**src/rtl/mem_bus_arbiter_pkg.sv**
```systemverilog
// Shared types for the instruction/data memory bus arbiter: FSM state
// encodings, access size encodings, bus owner, and the streak-counter width.
package mem_bus_arbiter_pkg;

  typedef enum logic [1:0] {
    ARB_IDLE = 2'd0,
    ARB_ADDR = 2'd1,
    ARB_DATA = 2'd2
  } arb_state_e;

  typedef enum logic [1:0] {
    SIZE_B = 2'd0,
    SIZE_H = 2'd1,
    SIZE_W = 2'd2
  } size_e;

  typedef enum logic {
    OWNER_INST = 1'b0,
    OWNER_DATA = 1'b1
  } arb_owner_e;

  // Width of the starvation streak counter: enough to hold STARVE_LIMIT,
  // never narrower than one bit (STARVE_LIMIT = 0 still needs a register).
  function automatic int streak_width(input int limit);
    int w;
    w = $clog2(limit + 1);
    return (w < 1) ? 1 : w;
  endfunction

endpackage

```
**src/rtl/mem_arb_pick.sv**
```systemverilog
// Combinational chooser between the fetch and load/store ports. Data wins
// unless inst has waited through STARVE_LIMIT consecutive data grants.
module mem_arb_pick
  import mem_bus_arbiter_pkg::*;
#(
  parameter int STARVE_LIMIT = 4,
  parameter int SW           = streak_width(STARVE_LIMIT)
) (
  input  logic          inst_req,
  input  logic          data_req,
  input  logic [SW-1:0] streak,
  output logic          grant_inst,
  output logic          grant_data
);

  localparam logic [SW-1:0] LIMIT = SW'(STARVE_LIMIT);

  logic inst_turn;

  // A zero limit disables the starvation override entirely.
  assign inst_turn  = (STARVE_LIMIT != 0) && (streak == LIMIT);
  assign grant_inst = inst_req && (!data_req || inst_turn);
  assign grant_data = data_req && !grant_inst;

endmodule

```
**src/rtl/mem_bus_arbiter.sv**
```systemverilog
// Shares one SRAM-like bus between instruction fetch and load/store.
// One outstanding access: IDLE -> ADDR (bus_req) -> DATA (wait data_ok),
// with ADDR returning straight to IDLE when the bus accepts and answers in
// the same cycle. Request fields are latched into bus registers at grant.
module mem_bus_arbiter
  import mem_bus_arbiter_pkg::*;
#(
  parameter int AW           = 32,
  parameter int DW           = 32,
  parameter int STARVE_LIMIT = 4
) (
  input  logic          clk,
  input  logic          rst,
  // instruction fetch port
  input  logic          inst_req,
  input  logic [AW-1:0] inst_addr,
  output logic          inst_addr_ok,
  output logic          inst_data_ok,
  output logic [DW-1:0] inst_rdata,
  // load/store port
  input  logic          data_req,
  input  logic          data_wr,
  input  logic [1:0]    data_size,
  input  logic [AW-1:0] data_addr,
  input  logic [3:0]    data_wstrb,
  input  logic [DW-1:0] data_wdata,
  output logic          data_addr_ok,
  output logic          data_data_ok,
  output logic [DW-1:0] data_rdata,
  // bus bridge side
  output logic          bus_req,
  output logic          bus_wr,
  output logic [1:0]    bus_size,
  output logic [AW-1:0] bus_addr,
  output logic [3:0]    bus_wstrb,
  output logic [DW-1:0] bus_wdata,
  input  logic          bus_addr_ok,
  input  logic          bus_data_ok,
  input  logic [DW-1:0] bus_rdata,
  output logic          busy
);

  localparam int            SW    = streak_width(STARVE_LIMIT);
  localparam logic [SW-1:0] LIMIT = SW'(STARVE_LIMIT);

  arb_state_e    state_q,     state_d;
  arb_owner_e    owner_q,     owner_d;
  logic [SW-1:0] streak_q,    streak_d;
  logic          bus_wr_q,    bus_wr_d;
  logic [1:0]    bus_size_q,  bus_size_d;
  logic [AW-1:0] bus_addr_q,  bus_addr_d;
  logic [3:0]    bus_wstrb_q, bus_wstrb_d;
  logic [DW-1:0] bus_wdata_q, bus_wdata_d;

  logic grant_inst, grant_data;
  logic addr_ok_raw, data_ok_raw;

  mem_arb_pick #(
    .STARVE_LIMIT (STARVE_LIMIT),
    .SW           (SW)
  ) u_pick (
    .inst_req   (inst_req),
    .data_req   (data_req),
    .streak     (streak_q),
    .grant_inst (grant_inst),
    .grant_data (grant_data)
  );

  // Arbitration, field latching, and bus handshake sequencing.
  always_comb begin
    // NOTE: every signal written here gets a default first, so no path through the case can infer a latch.
    state_d     = state_q;
    owner_d     = owner_q;
    streak_d    = streak_q;
    bus_wr_d    = bus_wr_q;
    bus_size_d  = bus_size_q;
    bus_addr_d  = bus_addr_q;
    bus_wstrb_d = bus_wstrb_q;
    bus_wdata_d = bus_wdata_q;
    bus_req     = 1'b0;
    addr_ok_raw = 1'b0;
    data_ok_raw = 1'b0;

    case (state_q)
      ARB_IDLE: begin
        // A fetch that is not waiting cannot be starved.
        if (!inst_req) streak_d = '0;
        if (grant_data) begin
          owner_d     = OWNER_DATA;
          bus_wr_d    = data_wr;
          bus_size_d  = data_size;
          bus_addr_d  = data_addr;
          bus_wstrb_d = data_wstrb;
          bus_wdata_d = data_wdata;
          state_d     = ARB_ADDR;
          if (inst_req && (streak_q != LIMIT)) streak_d = streak_q + SW'(1);
        end else if (grant_inst) begin
          owner_d     = OWNER_INST;
          bus_wr_d    = 1'b0;
          bus_size_d  = SIZE_W;
          bus_addr_d  = inst_addr;
          bus_wstrb_d = 4'b0000;
          bus_wdata_d = '0;
          streak_d    = '0;
          state_d     = ARB_ADDR;
        end
      end
      ARB_ADDR: begin
        bus_req     = 1'b1;
        addr_ok_raw = bus_addr_ok;
        // data_ok without addr_ok is not meaningful in this phase.
        if (bus_addr_ok) begin
          if (bus_data_ok) begin
            data_ok_raw = 1'b1;
            state_d     = ARB_IDLE;
          end else begin
            state_d = ARB_DATA;
          end
        end
      end
      ARB_DATA: begin
        data_ok_raw = bus_data_ok;
        if (bus_data_ok) state_d = ARB_IDLE;
      end
      default: state_d = ARB_IDLE;
    endcase
  end

  // State, owner, streak and latched bus fields; reset also clears the bus.
  always_ff @(posedge clk or posedge rst) begin
    if (rst) begin
      state_q     <= ARB_IDLE;
      owner_q     <= OWNER_INST;
      streak_q    <= '0;
      bus_wr_q    <= 1'b0;
      bus_size_q  <= '0;
      bus_addr_q  <= '0;
      bus_wstrb_q <= '0;
      bus_wdata_q <= '0;
    end else begin
      // NOTE: non-blocking assignments so every register samples pre-edge values.
      state_q     <= state_d;
      owner_q     <= owner_d;
      streak_q    <= streak_d;
      bus_wr_q    <= bus_wr_d;
      bus_size_q  <= bus_size_d;
      bus_addr_q  <= bus_addr_d;
      bus_wstrb_q <= bus_wstrb_d;
      bus_wdata_q <= bus_wdata_d;
    end
  end

  // Route handshakes to the current owner only.
  assign inst_addr_ok = addr_ok_raw && (owner_q == OWNER_INST);
  assign data_addr_ok = addr_ok_raw && (owner_q == OWNER_DATA);
  assign inst_data_ok = data_ok_raw && (owner_q == OWNER_INST);
  assign data_data_ok = data_ok_raw && (owner_q == OWNER_DATA);

  assign inst_rdata = bus_rdata;
  assign data_rdata = bus_rdata;

  assign bus_wr    = bus_wr_q;
  assign bus_size  = bus_size_q;
  assign bus_addr  = bus_addr_q;
  assign bus_wstrb = bus_wstrb_q;
  assign bus_wdata = bus_wdata_q;
  assign busy      = (state_q != ARB_IDLE);

endmodule

```
**config.mk**
```make
export PLATFORM = sky130hd
export DESIGN_NAME = mem_bus_arbiter
export DESIGN_NICKNAME = d
export VERILOG_FILES = /design/src/rtl/mem_bus_arbiter_pkg.sv /design/src/rtl/mem_arb_pick.sv /design/src/rtl/mem_bus_arbiter.sv
export SDC_FILE = /design/constraint.sdc
export NUM_CORES = 1
export LEC_CHECK = 0
export ABC_AREA = 1
export CAP_MARGIN = 20
export CORE_ASPECT_RATIO = 1.2
export CORE_MARGIN = 3
export CORE_UTILIZATION = 39
export CTS_CLUSTER_DIAMETER = 100
export DETAILED_ROUTE_END_ITERATION = 8
export GPL_TIMING_DRIVEN = 0
export PLACE_DENSITY = 0.91
export SLEW_MARGIN = 20
export SYNTH_ARGS = -nofsm -noshare
export SYNTH_HDL_FRONTEND = slang
export SYNTH_SLANG_ARGS = --single-unit
```
**constraint.sdc**
```tcl
create_clock -name clk -period 4.65 [get_ports clk]
set_clock_uncertainty 0.2 [all_clocks]
set_input_delay 1.1625 -clock clk [delete_from_list [all_inputs] [get_ports clk]]
set_output_delay 1.1625 -clock clk [all_outputs]
set_load 0.02 [all_outputs]
```
==> flow_summary_export.csv <==
group,metric,value,unit
hold_path,hold_path.class,"flop to flop",
clock_tree,cts_max_level,3,
clock_tree,postCtsHoldBufs,0,
timing,drv_slew,0,
global_route,grt_pass1_vias,4398,
setup_path,end_kind,"output pin",
synth,yosys_warnings,0,
pwr,clockPowerShare,17.7,%
route,avgRoutedWirePerCell,13.9,microns
setup_path,crit_path_start,"bus_addr_ok",
timing,slew-limit-headroom,66.7,%
die,core_area,10600,sq um
pwr,switching_share,40.3,%
pwr,leakage,0.00374,uW
pwr,ir_drop,0.241,mV
outcome,status,"finished clean",
route,drt_iter0_drc,128,
synth,ys_ff_latch,77,
setup_path,r2r_start,"state_q[0]$_DFFE_PP0P_",
finish,drive_gt1_share,12.0,%
clock_tree,insertion_delay,0.33,ns
synth,synthCells,565,
synth,syn_area,4230,sq um
place,portBuffers,248,
die,ios,282,
finish,nets,971,
route,vias,4315,
flow_run,maxCapViolCount,0,
setup_path,r2r-end,"bus_wdata[6]$_DFFE_PP0P_",
finish,final_area,7190,sq um
timing,hold_viol_final,0,
setup_path,arrival,2.59,ns
clock_tree,cts_resized,0,
global_route,overflow,0,
timing,period_share,85.0,%
synth,ys_types,16,
global_route,grt_usage,21.5,%
timing,worst_slew_pin_slew,0.500,ns
pwr,p_int,2380,uW
setup_path,crit_end,"data_data_ok",
clock_tree,cts_setup_buffers,0,
route,dr.pass1.iters,5,
clock_tree,clkTransAtPathRegs,0.06,ns
place,dpl.hpwl,10700,microns
clock_tree,cts_buffers,9,
setup_path,r2r_slack,2.62,ns
setup_path,path_max_fanout,3,
die,initial_utilization,40.0,%
route,wirelength,13300,microns
pwr,power_density,553,nW/um^2
pwr,seqPwrFrac,29.0,%
timing,max_freq,0.253,GHz
setup_path,worst-setup-path-type,"input pin to output pin",
route,remaining_drc_errors,0,
synth,syn_nets,711,
route,vias_per_cell,4.50,
timing,setup_viol_count_final,0,
die,die_area,12100,sq um
clock_tree,root_buffer,"clkbuf_16",
setup_path,startpoint_type,"input pin",
die,rows,41,
global_route,grt_pass1_wl,20500,microns
place,place_area,6890,sq um
pwr,combPwrFrac,53.3,%
synth,syn_area_per_cell,7.48,sq um
global_route,antenna_found_initial,0,
setup_path,critical_path_required,3.29,ns
die,die_y,120,microns
synth,yosysSeqAreaShare,45.6,%
timing,fin_crit,3.95,ns
finish,diodes,0,
route,ant_nets,0,
clock_tree,cts_tree,"yes",
timing,fin_setup_tns,0,ns
place,gp_congestion,0.820,
clock_tree,clock_sinks,77,
die,die_w,101,microns
setup_path,worst_r2r_path_depth,8,
clock_tree,cts_buffer_depth,2,
timing,grt_setup_unrepaired,"false",
pwr,power.switching,1600,uW
finish,areaGrowthSynthToFinish,70.3,%
global_route,grt_max_degree,40,
==> cell usage in the layout (no fill, tap or decap), types with 2 or more instances in the layout <==
master / n
inv_1: 78
nand2_1: 229
buf_2: 8
o21ai_0: 3
clkbuf_16: 9
clkinv_4: 2
dfrtp_1: 77
nand3_1: 70
buf_6: 7
clkdlybuf4s50_1: 248
clkbuf_1: 9
buf_4: 65
ha_1: 5
nor2_1: 9
==> cell usage after synthesis, drive strengths merged <==
| master | count | area share (%) |
|---|---|---|
| nand2 | 229 | 20 |
| buf | 80 | 14 |
| inv | 80 | 7.1 |
| dfrtp | 77 | 46 |
| nand3 | 71 | 8.5 |
| nor2 | 9 | 0.80 |
| clkbuf | 8 | 0.71 |
| ha | 5 | 1.5 |
| o21ai | 3 | 0.36 |
| a21oi | 2 | 0.50 |
| xor2 | 1 | 0.21 |
==> worst max-delay path: stages <==
cell	delay [ns]
clkdlybuf4s50_1	0.49
nand2_1	0.09
nand2_1	0.06
nand3_1	0.07
nor2_1	0.09
clkdlybuf4s50_1	0.62
==> cells by family (layout without fill, tap and decap cells) <==
group                      after synthesis  after routing  synth area share (%)
buffers and inverters                  168            433                  22.2
AOI/OAI and AO/OA                        5              5                 0.859
and+or+nand+nor                        309            309                  29.7
DFF                                     77             77                  45.6
adders and majority gates                5              5                  1.48
xor gates and xnor gates                 1              1                 0.207
==> routing by layer <==
metal	up-vias	global-route usage [%]	wire (microns)
li1	2147	-	-
met5	-	0	0
met3	29	5.99	1100
met2	191	40.2	7140
met4	0	8.40	353
met1	1948	22.1	4700
==> layout make-up <==
class / instances / area, sq um
fillers: 851 / 3370
repair buffers: 249 / 2500
flip-flops and latches: 77 / 1930
multi-input cells: 320 / 1360
plain buffers: 88 / 637
inverters: 80 / 303
clock buffers: 11 / 243
well taps: 129 / 161
clock inverters: 5 / 60.1
==> flip-flops by register name, indices dropped and copies added, names as in the netlist <==
register   count
state_q        2
owner_q        1
bus_addr      32
bus_size       2
bus_wr         1
streak_q       3
bus_wstrb      4
bus_wdata     32
==> power groups by stage <==
stage	combinational (uW)	clock (uW)	sequential, uW
final	2120	706	1150
after global routing	2310	749	1190
after CTS	2150	717	1150
after detailed placement	2140	0	1160
after global placement	2100	0	1140
after floorplan	797	0	1490
==> metrics by stage <==
stage / std cells / setup slack, ns / hold WS [ns] / power [uW] / utilization, %
floorplan: 565 / 1.32 / 0.274 / 2290 / -
global placement: 942 / 0.0434 / 0.261 / 3240 / 65.0
detailed placement: 943 / 0.700 / 0.265 / 3300 / 65.2
CTS: 959 / 0.694 / 0.281 / 4020 / 68.1
global route: 959 / 0.616 / 0.295 / 4240 / 68.1
finish: 959 / 0.697 / 0.277 / 3980 / 68.1
==> worst min-delay path by stage <==
stage | from | end | cells past startpoint
after detailed placement | bus_wdata[9]$_DFFE_PP0P_ | bus_wdata[9]$_DFFE_PP0P_ | 2
after global placement | bus_wdata[22]$_DFFE_PP0P_ | bus_wdata[22]$_DFFE_PP0P_ | 2
after CTS | bus_wdata[9]$_DFFE_PP0P_ | bus_wdata[9]$_DFFE_PP0P_ | 2
after global routing | bus_addr[7]$_DFFE_PP0P_ | bus_addr[7]$_DFFE_PP0P_ | 2
after floorplan | state_q[1]$_DFFE_PP0P_ | state_q[1]$_DFFE_PP0P_ | 2
final | bus_wdata[24]$_DFFE_PP0P_ | bus_wdata[24]$_DFFE_PP0P_ | 2
(Power assumes the default switching activity.)
